[src/rtl/sample_limiter_if.sv]
// ---------------------------------------------------------------------------
// sample_limiter_if
//   Bundles the sample handshake and result bus of sample_limiter.
//   The clock and reset stay as plain module ports.
//
//   i_Start          one-cycle strobe: the accumulated totals are valid
//   i_Sample_L/R     signed 32-bit even/odd harmonic totals
//   o_Sample_L/R     signed 16-bit limited samples, held until the next o_Valid
//   o_Valid          one-cycle strobe: o_Sample_L/R were updated
//   o_Busy           high from the cycle after an accepted i_Start through o_Valid
//   o_Clip           high if either channel saturated (held with the samples)
//   o_Shift          right-shift currently in force
//   o_Clip_Count     (only with SAMPLE_LIMITER_CLIP_COUNT_EN) clipped-sample count
//
//   slave  : seen from the limiter
//   master : seen from the block feeding it
// ---------------------------------------------------------------------------
interface sample_limiter_if;
  logic               i_Start;
  logic signed [31:0] i_Sample_L;
  logic signed [31:0] i_Sample_R;
  logic signed [15:0] o_Sample_L;
  logic signed [15:0] o_Sample_R;
  logic               o_Valid;
  logic               o_Busy;
  logic               o_Clip;
  logic [4:0]         o_Shift;
`ifdef SAMPLE_LIMITER_CLIP_COUNT_EN
  logic [15:0]        o_Clip_Count;
`endif

  modport slave (
    input  i_Start, i_Sample_L, i_Sample_R,
    output o_Sample_L, o_Sample_R, o_Valid, o_Busy, o_Clip, o_Shift
`ifdef SAMPLE_LIMITER_CLIP_COUNT_EN
    , output o_Clip_Count
`endif
  );

  modport master (
    output i_Start, i_Sample_L, i_Sample_R,
    input  o_Sample_L, o_Sample_R, o_Valid, o_Busy, o_Clip, o_Shift
`ifdef SAMPLE_LIMITER_CLIP_COUNT_EN
    , input o_Clip_Count
`endif
  );
endinterface

[src/rtl/sample_limiter.sv]
// ---------------------------------------------------------------------------
// sample_limiter
//   Scales a pair of signed 32-bit harmonic totals down to 16-bit samples by
//   an adaptive arithmetic right shift, saturates them, and adjusts the shift:
//   a clipped sample raises the shift (less gain); PEAK_HOLD consecutive quiet
//   samples lower it (more gain), bounded to [SHIFT_MIN, SHIFT_MAX].
//
//   Pipeline, one state per clock: IDLE -> LATCH -> ABS -> SCALE -> SAT -> OUT.
//   o_Valid rises exactly 5 clocks after the accepted i_Start. New strobes
//   are accepted only in IDLE.
//
// Ports
//   i_Clock    single clock
//   i_Reset_n  synchronous reset, active low
//   bus        sample_limiter_if.slave (handshake, samples, status)
//
// Build option
//   SAMPLE_LIMITER_CLIP_COUNT_EN : adds bus.o_Clip_Count, a saturating count
//                                  of o_Valid strobes that carried o_Clip = 1.
// ---------------------------------------------------------------------------
module sample_limiter #(
  parameter int unsigned SHIFT_MIN   = 8,
  parameter int unsigned SHIFT_MAX   = 24,
  parameter int unsigned SHIFT_INIT  = 12,
  parameter logic [15:0] PEAK_HOLD   = 16'd4800,
  parameter logic [15:0] QUIET_LEVEL = 16'd8192
) (
  input logic             i_Clock,
  input logic             i_Reset_n,
  sample_limiter_if.slave bus
);

  localparam logic [4:0] SHIFT_MIN_W  = 5'(SHIFT_MIN);
  localparam logic [4:0] SHIFT_MAX_W  = 5'(SHIFT_MAX);
  localparam logic [4:0] SHIFT_INIT_W = 5'(SHIFT_INIT);

  typedef enum logic [2:0] {
    S_IDLE, S_LATCH, S_ABS, S_SCALE, S_SAT, S_OUT
  } state_t;

  state_t state, state_next;

  // ---- state register --------------------------------------------------
  // NOTE: sequential state uses non-blocking (<=) so every register samples
  // the pre-edge values; blocking here would create ordering-dependent logic.
  always_ff @(posedge i_Clock) begin
    if (!i_Reset_n) state <= S_IDLE;
    else            state <= state_next;
  end

  // NOTE: every combinational output gets a default before the case, so no
  // path leaves a variable unassigned and no latch is inferred.
  always_comb begin
    state_next = state;
    case (state)
      S_IDLE:  if (bus.i_Start) state_next = S_LATCH;
      S_LATCH: state_next = S_ABS;
      S_ABS:   state_next = S_SCALE;
      S_SCALE: state_next = S_SAT;
      S_SAT:   state_next = S_OUT;
      S_OUT:   state_next = S_IDLE;
      default: state_next = S_IDLE;
    endcase
  end

  // ---- datapath --------------------------------------------------------
  logic signed [31:0] lat_l, lat_r;     // captured totals
  logic [4:0]         lat_shift;        // shift used for this sample
  logic [31:0]        abs_l, abs_r;
  logic [31:0]        mag_peak;         // max(|L|, |R|)
  logic signed [31:0] scl_l, scl_r;     // floor(L / 2^shift)
  logic [31:0]        scl_peak;         // peak / 2^shift
  logic signed [15:0] sat_l, sat_r;
  logic               sat_clip;

  // Magnitudes as unsigned 32-bit: -2^31 negates to 32'h8000_0000 = 2^31.
  always_comb begin
    abs_l = lat_l[31] ? 32'(-lat_l) : 32'(lat_l);
    abs_r = lat_r[31] ? 32'(-lat_r) : 32'(lat_r);
  end

  function automatic logic signed [15:0] clamp16(input logic signed [31:0] v);
    if (v > 32'sd32767)       return 16'sd32767;
    else if (v < -32'sd32768) return -16'sd32768;
    else                      return v[15:0];
  endfunction

  function automatic logic out_of_range(input logic signed [31:0] v);
    return (v > 32'sd32767) || (v < -32'sd32768);
  endfunction

  // NOTE: pipeline registers carry no reset; each is written before it is
  // read for a given sample, and only the control state needs a known value.
  always_ff @(posedge i_Clock) begin
    // Capture on the accepting edge so later input changes cannot leak in.
    if (state == S_IDLE && bus.i_Start) begin
      lat_l     <= bus.i_Sample_L;
      lat_r     <= bus.i_Sample_R;
      lat_shift <= shift_q;
    end
    if (state == S_LATCH) mag_peak <= (abs_l > abs_r) ? abs_l : abs_r;
    if (state == S_ABS) begin
      scl_l    <= lat_l >>> lat_shift;
      scl_r    <= lat_r >>> lat_shift;
      scl_peak <= mag_peak >> lat_shift;
    end
    if (state == S_SCALE) begin
      sat_l    <= clamp16(scl_l);
      sat_r    <= clamp16(scl_r);
      sat_clip <= out_of_range(scl_l) || out_of_range(scl_r);
    end
  end

  // ---- outputs and gain control ------------------------------------------
  logic signed [15:0] out_l, out_r;
  logic               clip_q, valid_q, busy_q;
  logic [4:0]         shift_q, shift_next;
  logic [15:0]        quiet_q, quiet_next;

  // Gain decision made during OUT, from the sample just delivered.
  always_comb begin
    shift_next = shift_q;
    quiet_next = quiet_q;
    if (state == S_OUT) begin
      if (clip_q && shift_q < SHIFT_MAX_W) begin
        shift_next = shift_q + 5'd1;
        quiet_next = '0;
      end else if (scl_peak < {16'd0, QUIET_LEVEL}) begin
        if (({1'b0, quiet_q} + 17'd1) >= {1'b0, PEAK_HOLD}) begin
          quiet_next = '0;
          if (shift_q > SHIFT_MIN_W) shift_next = shift_q - 5'd1;
        end else begin
          quiet_next = quiet_q + 16'd1;
        end
      end else begin
        quiet_next = '0;
      end
    end
  end

  always_ff @(posedge i_Clock) begin
    if (!i_Reset_n) begin
      out_l   <= '0;
      out_r   <= '0;
      clip_q  <= 1'b0;
      valid_q <= 1'b0;
      busy_q  <= 1'b0;
      shift_q <= SHIFT_INIT_W;
      quiet_q <= '0;
    end else begin
      valid_q <= (state == S_SAT);
      busy_q  <= (state_next != S_IDLE);
      shift_q <= shift_next;
      quiet_q <= quiet_next;
      if (state == S_SAT) begin
        out_l  <= sat_l;
        out_r  <= sat_r;
        clip_q <= sat_clip;
      end
    end
  end

  assign bus.o_Sample_L = out_l;
  assign bus.o_Sample_R = out_r;
  assign bus.o_Clip     = clip_q;
  assign bus.o_Valid    = valid_q;
  assign bus.o_Busy     = busy_q;
  assign bus.o_Shift    = shift_q;

`ifdef SAMPLE_LIMITER_CLIP_COUNT_EN
  logic [15:0] clip_cnt_q;

  // Counted on the edge that loads the outputs, so it agrees with o_Clip.
  always_ff @(posedge i_Clock) begin
    if (!i_Reset_n)
      clip_cnt_q <= '0;
    else if (state == S_SAT && sat_clip && clip_cnt_q != 16'hFFFF)
      clip_cnt_q <= clip_cnt_q + 16'd1;
  end

  assign bus.o_Clip_Count = clip_cnt_q;
`endif

endmodule

[src/flat_wrapper.sv]
// flat-port wrapper written by rule: the top's interface ports become plain ports
module sample_limiter_flat 
#(
  parameter int unsigned SHIFT_MIN   = 8,
  parameter int unsigned SHIFT_MAX   = 24,
  parameter int unsigned SHIFT_INIT  = 12,
  parameter logic [15:0] PEAK_HOLD   = 16'd4800,
  parameter logic [15:0] QUIET_LEVEL = 16'd8192
)
  (i_Clock, i_Reset_n, bus_i_Start, bus_i_Sample_L, bus_i_Sample_R, bus_o_Sample_L, bus_o_Sample_R, bus_o_Valid, bus_o_Busy, bus_o_Clip, bus_o_Shift);
  sample_limiter_if bus_i ();
  input logic i_Clock;
  input logic i_Reset_n;
  input wire logic [$bits(bus_i.i_Start)-1:0] bus_i_Start;
  input wire logic [$bits(bus_i.i_Sample_L)-1:0] bus_i_Sample_L;
  input wire logic [$bits(bus_i.i_Sample_R)-1:0] bus_i_Sample_R;
  output wire logic [$bits(bus_i.o_Sample_L)-1:0] bus_o_Sample_L;
  output wire logic [$bits(bus_i.o_Sample_R)-1:0] bus_o_Sample_R;
  output wire logic [$bits(bus_i.o_Valid)-1:0] bus_o_Valid;
  output wire logic [$bits(bus_i.o_Busy)-1:0] bus_o_Busy;
  output wire logic [$bits(bus_i.o_Clip)-1:0] bus_o_Clip;
  output wire logic [$bits(bus_i.o_Shift)-1:0] bus_o_Shift;
  assign bus_i.i_Start = bus_i_Start;
  assign bus_i.i_Sample_L = bus_i_Sample_L;
  assign bus_i.i_Sample_R = bus_i_Sample_R;
  assign bus_o_Sample_L = bus_i.o_Sample_L;
  assign bus_o_Sample_R = bus_i.o_Sample_R;
  assign bus_o_Valid = bus_i.o_Valid;
  assign bus_o_Busy = bus_i.o_Busy;
  assign bus_o_Clip = bus_i.o_Clip;
  assign bus_o_Shift = bus_i.o_Shift;
  sample_limiter #(.SHIFT_MIN(SHIFT_MIN), .SHIFT_MAX(SHIFT_MAX), .SHIFT_INIT(SHIFT_INIT), .PEAK_HOLD(PEAK_HOLD), .QUIET_LEVEL(QUIET_LEVEL)) u_core (.i_Clock(i_Clock), .i_Reset_n(i_Reset_n), .bus(bus_i));
endmodule
[config.mk]
export PLATFORM = sky130hd
export DESIGN_NAME = sample_limiter_flat
export DESIGN_NICKNAME = d
export VERILOG_FILES = /design/src/rtl/sample_limiter_if.sv /design/src/rtl/sample_limiter.sv /design/src/flat_wrapper.sv
export SDC_FILE = /design/constraint.sdc
export NUM_CORES = 1
export LEC_CHECK = 0
export BUFFER_PORTS_ARGS = -buffer_cell sky130_fd_sc_hd__buf_2
export CAP_MARGIN = 20
export CORE_ASPECT_RATIO = 1.1
export CORE_MARGIN = 2
export CORE_UTILIZATION = 30
export CTS_BUF_LIST = sky130_fd_sc_hd__clkbuf_4
export CTS_CLUSTER_DIAMETER = 100
export CTS_CLUSTER_SIZE = 20
export DETAILED_ROUTE_END_ITERATION = 10
export PLACE_DENSITY_LB_ADDON = 0.25
export SYNTH_ARGS = -nofsm -noshare
export SYNTH_HDL_FRONTEND = slang
export SYNTH_SLANG_ARGS = --single-unit
[constraint.sdc]
create_clock -name i_Clock -period 12.13 [get_ports i_Clock]
set_clock_uncertainty 0.05 [all_clocks]
set_input_delay 1.213 -clock i_Clock [delete_from_list [all_inputs] [get_ports i_Clock]]
set_output_delay 1.213 -clock i_Clock [all_outputs]
set_load 0.01 [all_outputs]
==> flow_summary.toml, run 1 <==
[timing]
slew_headroom_pct = 33.8
max_freq_mhz = 196
min_period_over_period_pct = 42.1
finalHoldViolations = 0
setup_viol = 0
rsz0062_at_grt = "false"
tightest_slew_ns = 0.992
drv_slew = 0
setup_tns_ns = 0
layout_min_cycle_time_ns = 5.10

[setup_path]
r2r-end = "u_core.mag_peak[28]"
critPathCapture = "u_core.mag_peak[28]"
worstPathCellList = "or4_4, or4_4, or4_1, or2_1, o31ai_2, xor2_1, ha_1, a21oi_1, nor2_1, a2111oi_0, o21ai_0, o21a_1, a21oi_2, buf_4, mux2i_1"
r2r_start = "u_core.lat_r[10]"
slowest_stage = "or4_4"
cp-start-kind = "flip-flop"
cpMostUsedCell = "or4_4"
path_delay_family = "simple AND/OR/NAND/NOR gates"
required_ns = 12.68
startpoint = "u_core.lat_r[10]"
cp_num_cells = 15
crit_type = "reg -> reg"
critPathBufInv = 1
slowest_delay_ns = 0.60
r2r_cells = 15
cp.arrival_ns = 5.65
path_max_fanout = 19
rrSetupSlack_ns = 7.03
endpoint_kind = "flip-flop"

[route]
drt-total-wl_mm = 41.6
vias = 11468
drc_errors = 0
drt-initial-drc-count = 743
drt_first_pass_iters = 5
wl_per_cell_um = 18.6
antenna_left = 0
vias_per_cell = 5.13

[pwr]
p_leak_nw = 6.17
p_comb_share_pct = 24.3
finalPower_mw = 2.05
p_per_area_nw_per_um2 = 122
seqPwrFrac_pct = 55.1
irDropWorstVdd_uv = 109
p_switching_uw = 649
pwr-share-clk_pct = 20.7
intPower_mw = 1.41
swShare_pct = 31.6

[die]
die_w_um = 220
initial_utilization_pct = 30.2
fp.dieH_um = 242
design.die.area_um2 = 53200
design.core.area_um2 = 51100
io_pins = 107
rows = 87

[finish]
drive_above_1_share_pct = 15.4
utilization_pct = 33.0
fin_area_um2 = 16800
nNetsFinal = 1663
synthToLayoutAreaGrowth_pct = 9.21

[clock_network]
post_cts_buffers = 0
clk_path_buf_depth = 3
ctsRootBufferMaster = "clkbuf_4"
cts_resized = 0
cts-hold-fix-buffers = 0
clk_pin_slew_ns = 0.21
htreeDepth = 1
insertion_delay_ns = 0.79
cts.sinks = 263
tritoncts = "yes"
cts_buffers = 17

[synthesis]
avgSynthCellArea_um2 = 10.2
yosysSeqAreaShare_pct = 47.4
syn-cell-area_um2 = 15400
synth_simple_gate_area_share_pct = 15.5
synthMuxAreaShare_pct = 13.1
synth-compound-area-share_pct = 13.6
synth_top_family_by_area = "simple AND/OR/NAND/NOR gates"
synth_edf_count = 204
synth_warnings = 0
synth_fp_nets = 1625
synthArstFlopShare_pct = 0
synth_xor_xnor_area_share_pct = 3.69
synth_cells = 1518
yosys_most_used_dff = "edfxtp_1"
ys_types = 69
ys_seq_elements = 263
synth_fa_ha_area_share_pct = 3.29

[placed_design]
io_buffers = 106
dpl.hpwl_mm = 31.0
globalplace.congestion = 0.899
dpl-instance-area_um2 = 16600

[grt]
grt-ovfl-total = 0
grt_pass1_vias = 10989
grt_max_degree = 84
grt_pass1_wl_mm = 65.4
antenna_found_initial = 3
grt_usage_pct = 15.5

[worst_hold_path]
min_path_type = "reg -> reg"

[flow_run]
cap_violations = 0

[run_status]
status = "finished, final reports clean"
==> per-stage QoR <==
stage	setup slack, ns	cells	hold WS, ns
final	7.03	2236	0.414
after global routing	6.64	2235	0.435
after global placement	7.13	2204	0.396
after CTS	7.02	2233	0.417
after floorplan	3.19	1518	0.374
after detailed placement	7.11	2204	0.393
==> power groups by stage <==
stage	logic, mW	registers [mW]	clock network, mW
final	0.498	1.13	0.425
after CTS	0.500	1.13	0.449
after global routing	0.557	1.14	0.479
after floorplan	0.369	1.13	0
after detailed placement	0.498	1.15	0
after global placement	0.497	1.15	0
==> flip-flops by register name, summed over array words and instances, names as in the netlist, 19 cells and up <==
register,count
u_core.lat_l,32
u_core.lat_r,32
u_core.scl_l,32
u_core.scl_r,32
u_core.mag_peak,19
u_core.scl_peak,19
==> synthesized netlist by cell type, drive strengths merged (6+ instances only) <==
cell type / count / area share, %
xnor2: 19 / 1.1
or4: 12 / 0.68
a31oi: 8 / 0.32
xor2: 46 / 2.6
edfxtp: 204 / 40
and3: 14 / 0.57
or3: 11 / 0.48
a21o: 20 / 0.97
mux4: 37 / 5.4
nand3b: 8 / 0.39
nand4: 15 / 0.61
buf: 26 / 0.69
nand2: 270 / 6.6
clkbuf: 83 / 2.0
a211oi: 23 / 1.1
o31ai: 19 / 1.0
nand3: 32 / 1.0
o211ai: 6 / 0.29
nor3: 15 / 0.49
mux2: 20 / 1.5
nor4: 21 / 0.85
o41ai: 10 / 0.74
nor2: 71 / 1.7
nand2b: 11 / 0.45
o21a: 8 / 0.39
o21ai: 100 / 3.2
dfxtp: 59 / 7.7
nor2b: 17 / 0.69
a21oi: 114 / 3.7
inv: 31 / 0.75
mux2i: 96 / 6.2
ha: 39 / 3.2
==> cells in the final DEF (no fill, tap or decap), types with 17 or more instances in the layout <==
cell type,instances
dfxtp_1,59
nor4_1,21
o21ai_0,95
a21oi_1,113
mux4_2,37
nor2_1,71
buf_2,106
clkbuf_4,25
edfxtp_1,204
xor2_1,46
ha_1,39
nor2b_1,17
a21o_1,20
nand3_1,32
nand2_1,270
a211oi_1,23
inv_1,30
mux2i_1,96
mux2_2,20
xnor2_1,19
buf_4,22
==> per-layer routing <==
metal	part of all wire, %	track usage, %	routed length (um)	up-vias
met3	5.2	2.28	2170	46
met2	45	24.0	18700	281
met5	0	0	0	-
met1	47	22.7	19600	5481
met4	2.6	3.83	1100	0
li1	-	-	-	5660
==> worst min-delay path by stage <==
stage,start,end,slack (ns),cells after the start
finish,u_core.bus.o_Sample_L[13],u_core.bus.o_Sample_L[13],0.41,2
global route,u_core.bus.o_Sample_R[7],u_core.bus.o_Sample_R[7],0.43,2
CTS,u_core.bus.o_Sample_L[13],u_core.bus.o_Sample_L[13],0.42,2
detailed placement,u_core.bus.o_Sample_L[13],u_core.bus.o_Sample_L[13],0.39,2
global placement,u_core.bus.o_Sample_R[0],u_core.bus.o_Sample_R[0],0.40,2
floorplan,u_core.lat_l[31],u_core.scl_l[31],0.37,0
==> worst min-delay path, stage by stage (launching register included) <==
cell	delay, ns
dfxtp_1	0.35
nand2_1	0.05
a21oi_1	0.05
==> cell type report <==
cell class                      count  area [um2]
Antenna cell                        3        7.51
Clock buffer                       25         188
Multi-Input combinational cell   1113        7620
Tap cell                          667         835
Fill cell                        5234       34200
Timing Repair Buffer              128         696
Inverter                           33         124
Clock inverter                      4        72.6
Sequential cell                   263        7310
==> cell families after synthesis <==
logic type / Yosys count
AOI/OAI and AO/OA: 340
xor gates and xnor gates: 65
adders and majority gates: 40
buffers and inverters: 142
DFF: 263
muxes: 153
and+or+nand+nor: 515
Power figures use the tool's default switching activity.
==> inputs of run 2 (changes only) <==
==> constraint.sdc (replaced) <==
create_clock -name i_Clock -period 5 [get_ports i_Clock]
set_clock_uncertainty 0.05 [all_clocks]
set_input_delay 0.5 -clock i_Clock [delete_from_list [all_inputs] [get_ports i_Clock]]
set_output_delay 0.5 -clock i_Clock [all_outputs]
set_load 0.01 [all_outputs]
==> run 2 against run 1 <==
  * Core utilization rose by 1.7 points
  * Die area did not move
  * Via count grew 3.9%
==> flow_summary.toml, run 2 (synthesis gave the netlist of run 1 again) <==
[clock_network]
htreeDepth = 1
clk_path_buf_depth = 3
cts_buffers = 17
cts.sinks = 263
clk_pin_slew_ns = 0.21
ctsRootBufferMaster = "clkbuf_4"
insertion_delay_ns = 0.76
tritoncts = "yes"

[pwr]
p_switching_mw = 1.59
p_comb_share_pct = 26.5
p_per_area_nw_per_um2 = 281
swShare_pct = 32.0
irDropWorstVdd_uv = 188
seqPwrFrac_pct = 55.3
intPower_mw = 3.38
p_leak_nw = 6.56
pwr-share-clk_pct = 18.2

[setup_path]
crit_type = "reg -> reg"
r2r_start = "u_core.lat_l[11]"
endpoint_kind = "flip-flop"
cp.arrival_ns = 5.37
path_max_fanout = 9
cp-start-kind = "flip-flop"
startpoint = "u_core.lat_l[11]"
required_ns = 5.58

[timing]
max_freq_mhz = 209
setup_tns_ns = 0
drv_slew = 0
finalWorstSetupSlack_ns = 0.213
layout_min_cycle_time_ns = 4.79
tightest_slew_ns = 1.01
slew_headroom_pct = 32.6
setup_viol = 0
min_period_over_period_pct = 95.7
rsz0062_at_grt = "false"
finalHoldViolations = 0

[grt]
grt.met1_usage_pct = 23.1
grt_util_met2_pct = 24.6
grt_max_degree = 85
grt_usage_pct = 15.9
antenna_found_initial = 3
grt-ovfl-total = 0
use_met3_pct = 2.20
grt_pass1_wl_mm = 67.0
grt_pass1_vias = 11466
grt_busiest_layer = "met2"

[route]
drt_first_pass_iters = 5
drt-initial-drc-count = 826
vias_per_cell = 5.14
drc_errors = 0
drt-total-wl_mm = 43.0
antenna_left = 0
vias = 11919
wl_per_cell_um = 18.5

[finish]
layout_common_cells = "nand2_1 (270), edfxtp_1 (204), a21oi_1 (113)"
utilization_pct = 34.7
final_common_cell = "nand2_1"
drive_above_1_share_pct = 16.0
fin_cells = 2321
synthToLayoutAreaGrowth_pct = 14.9
nNetsFinal = 1750

[die]
rows = 87
fp.dieH_um = 242
design.core.area_um2 = 51100
initial_utilization_pct = 30.2
die_w_um = 220
design.die.area_um2 = 53200
io_pins = 107

[flow_run]
cap_violations = 0

[worst_hold_path]
hold_start = "bus_i_Start"
min_path_type = "in -> reg"

[placed_design]
io_buffers = 106
dp.cells = 2221
pre_cts_ws_ns = 0.128
dpl.hpwl_mm = 32.0
globalplace.congestion = 0.906

[run_status]
status = "finished, final reports clean"
## run 2: cell count changes in the layout (fill, tap and decap cells not counted), sizes merged
cell | before | now
bufinv | 2 | 0
dlygate4sd3 | 0 | 65
buf | 128 | 149
diode | 3 | 2
clkinvlp | 0 | 1
clkinv | 1 | 2
## run 2: final timing paths
kind | cells past startpoint | end | slack (ns)
min reg2reg | 2 | u_core.bus.o_Sample_L[1] | 0.41
min | 3 | u_core.state[0] | 0.17
max reg2reg | 16 | u_core.mag_peak[16] | 0.21
max | 16 | u_core.mag_peak[16] | 0.21
## run 2: cell type report
| class | count | area (um2) |
|---|---|---|
| Timing Repair Buffer | 215 | 1590 |
| Fill cell | 5145 | 33300 |
| Multi-Input combinational cell | 1113 | 7660 |
| Clock inverter | 4 | 26.3 |
| Tap cell | 667 | 835 |
| Inverter | 33 | 124 |
| Sequential cell | 263 | 7310 |
| Clock buffer | 24 | 180 |
| Antenna cell | 2 | 5.00 |
## run 2: routing by layer
metal  routed length, um  vias to the layer above
li1                    -                     5849
met2               19400                      270
met1               20200                     5732
met3                1990                       66
met4                1340                        2
met5                  11                        -
## run 2: timing repair
action,in CTS,in global routing
endpoints found under the hold margin,65,0
gates resized for setup,0,9
endpoints found under the setup margin,0,19
hold buffers,65,0
setup buffers,0,3
## run 2: power groups by stage
stage	combinational, mW	sequential (mW)	clock [mW]
final	1.32	2.75	0.905
after global routing	1.47	2.77	1.03
after CTS	1.28	2.75	0.977
after detailed placement	1.23	2.80	0
after global placement	1.22	2.80	0
after floorplan	0.897	2.72	0
## run 2: critical path, stage by stage, from the launching register on
cell and delay, ns:
edfxtp_1 0.48, or4_4 0.56, or4_1 0.43, or2_1 0.27, or4_4 0.54, o31ai_1 0.33
xor2_1 0.22, inv_1 0.06, ha_1 0.30, nand2_1 0.09, nor2_1 0.05, a2111oi_1 0.35
o21ai_1 0.14, o21a_1 0.21, a21oi_4 0.19, clkbuf_16 0.21, mux2i_1 0.19
## run 2: metrics by stage
| stage | power (mW) | hold WS, ns | area, um2 |
|---|---|---|---|
| after global routing | 5.27 | 0.0795 | 17700 |
| after detailed placement | 4.04 | 0.394 | 16800 |
| after floorplan | 3.62 | 0.374 | 15400 |
| final | 4.98 | 0.167 | 17700 |
| after CTS | 5.01 | 0.0376 | 17600 |
| after global placement | 4.02 | 0.394 | 16800 |
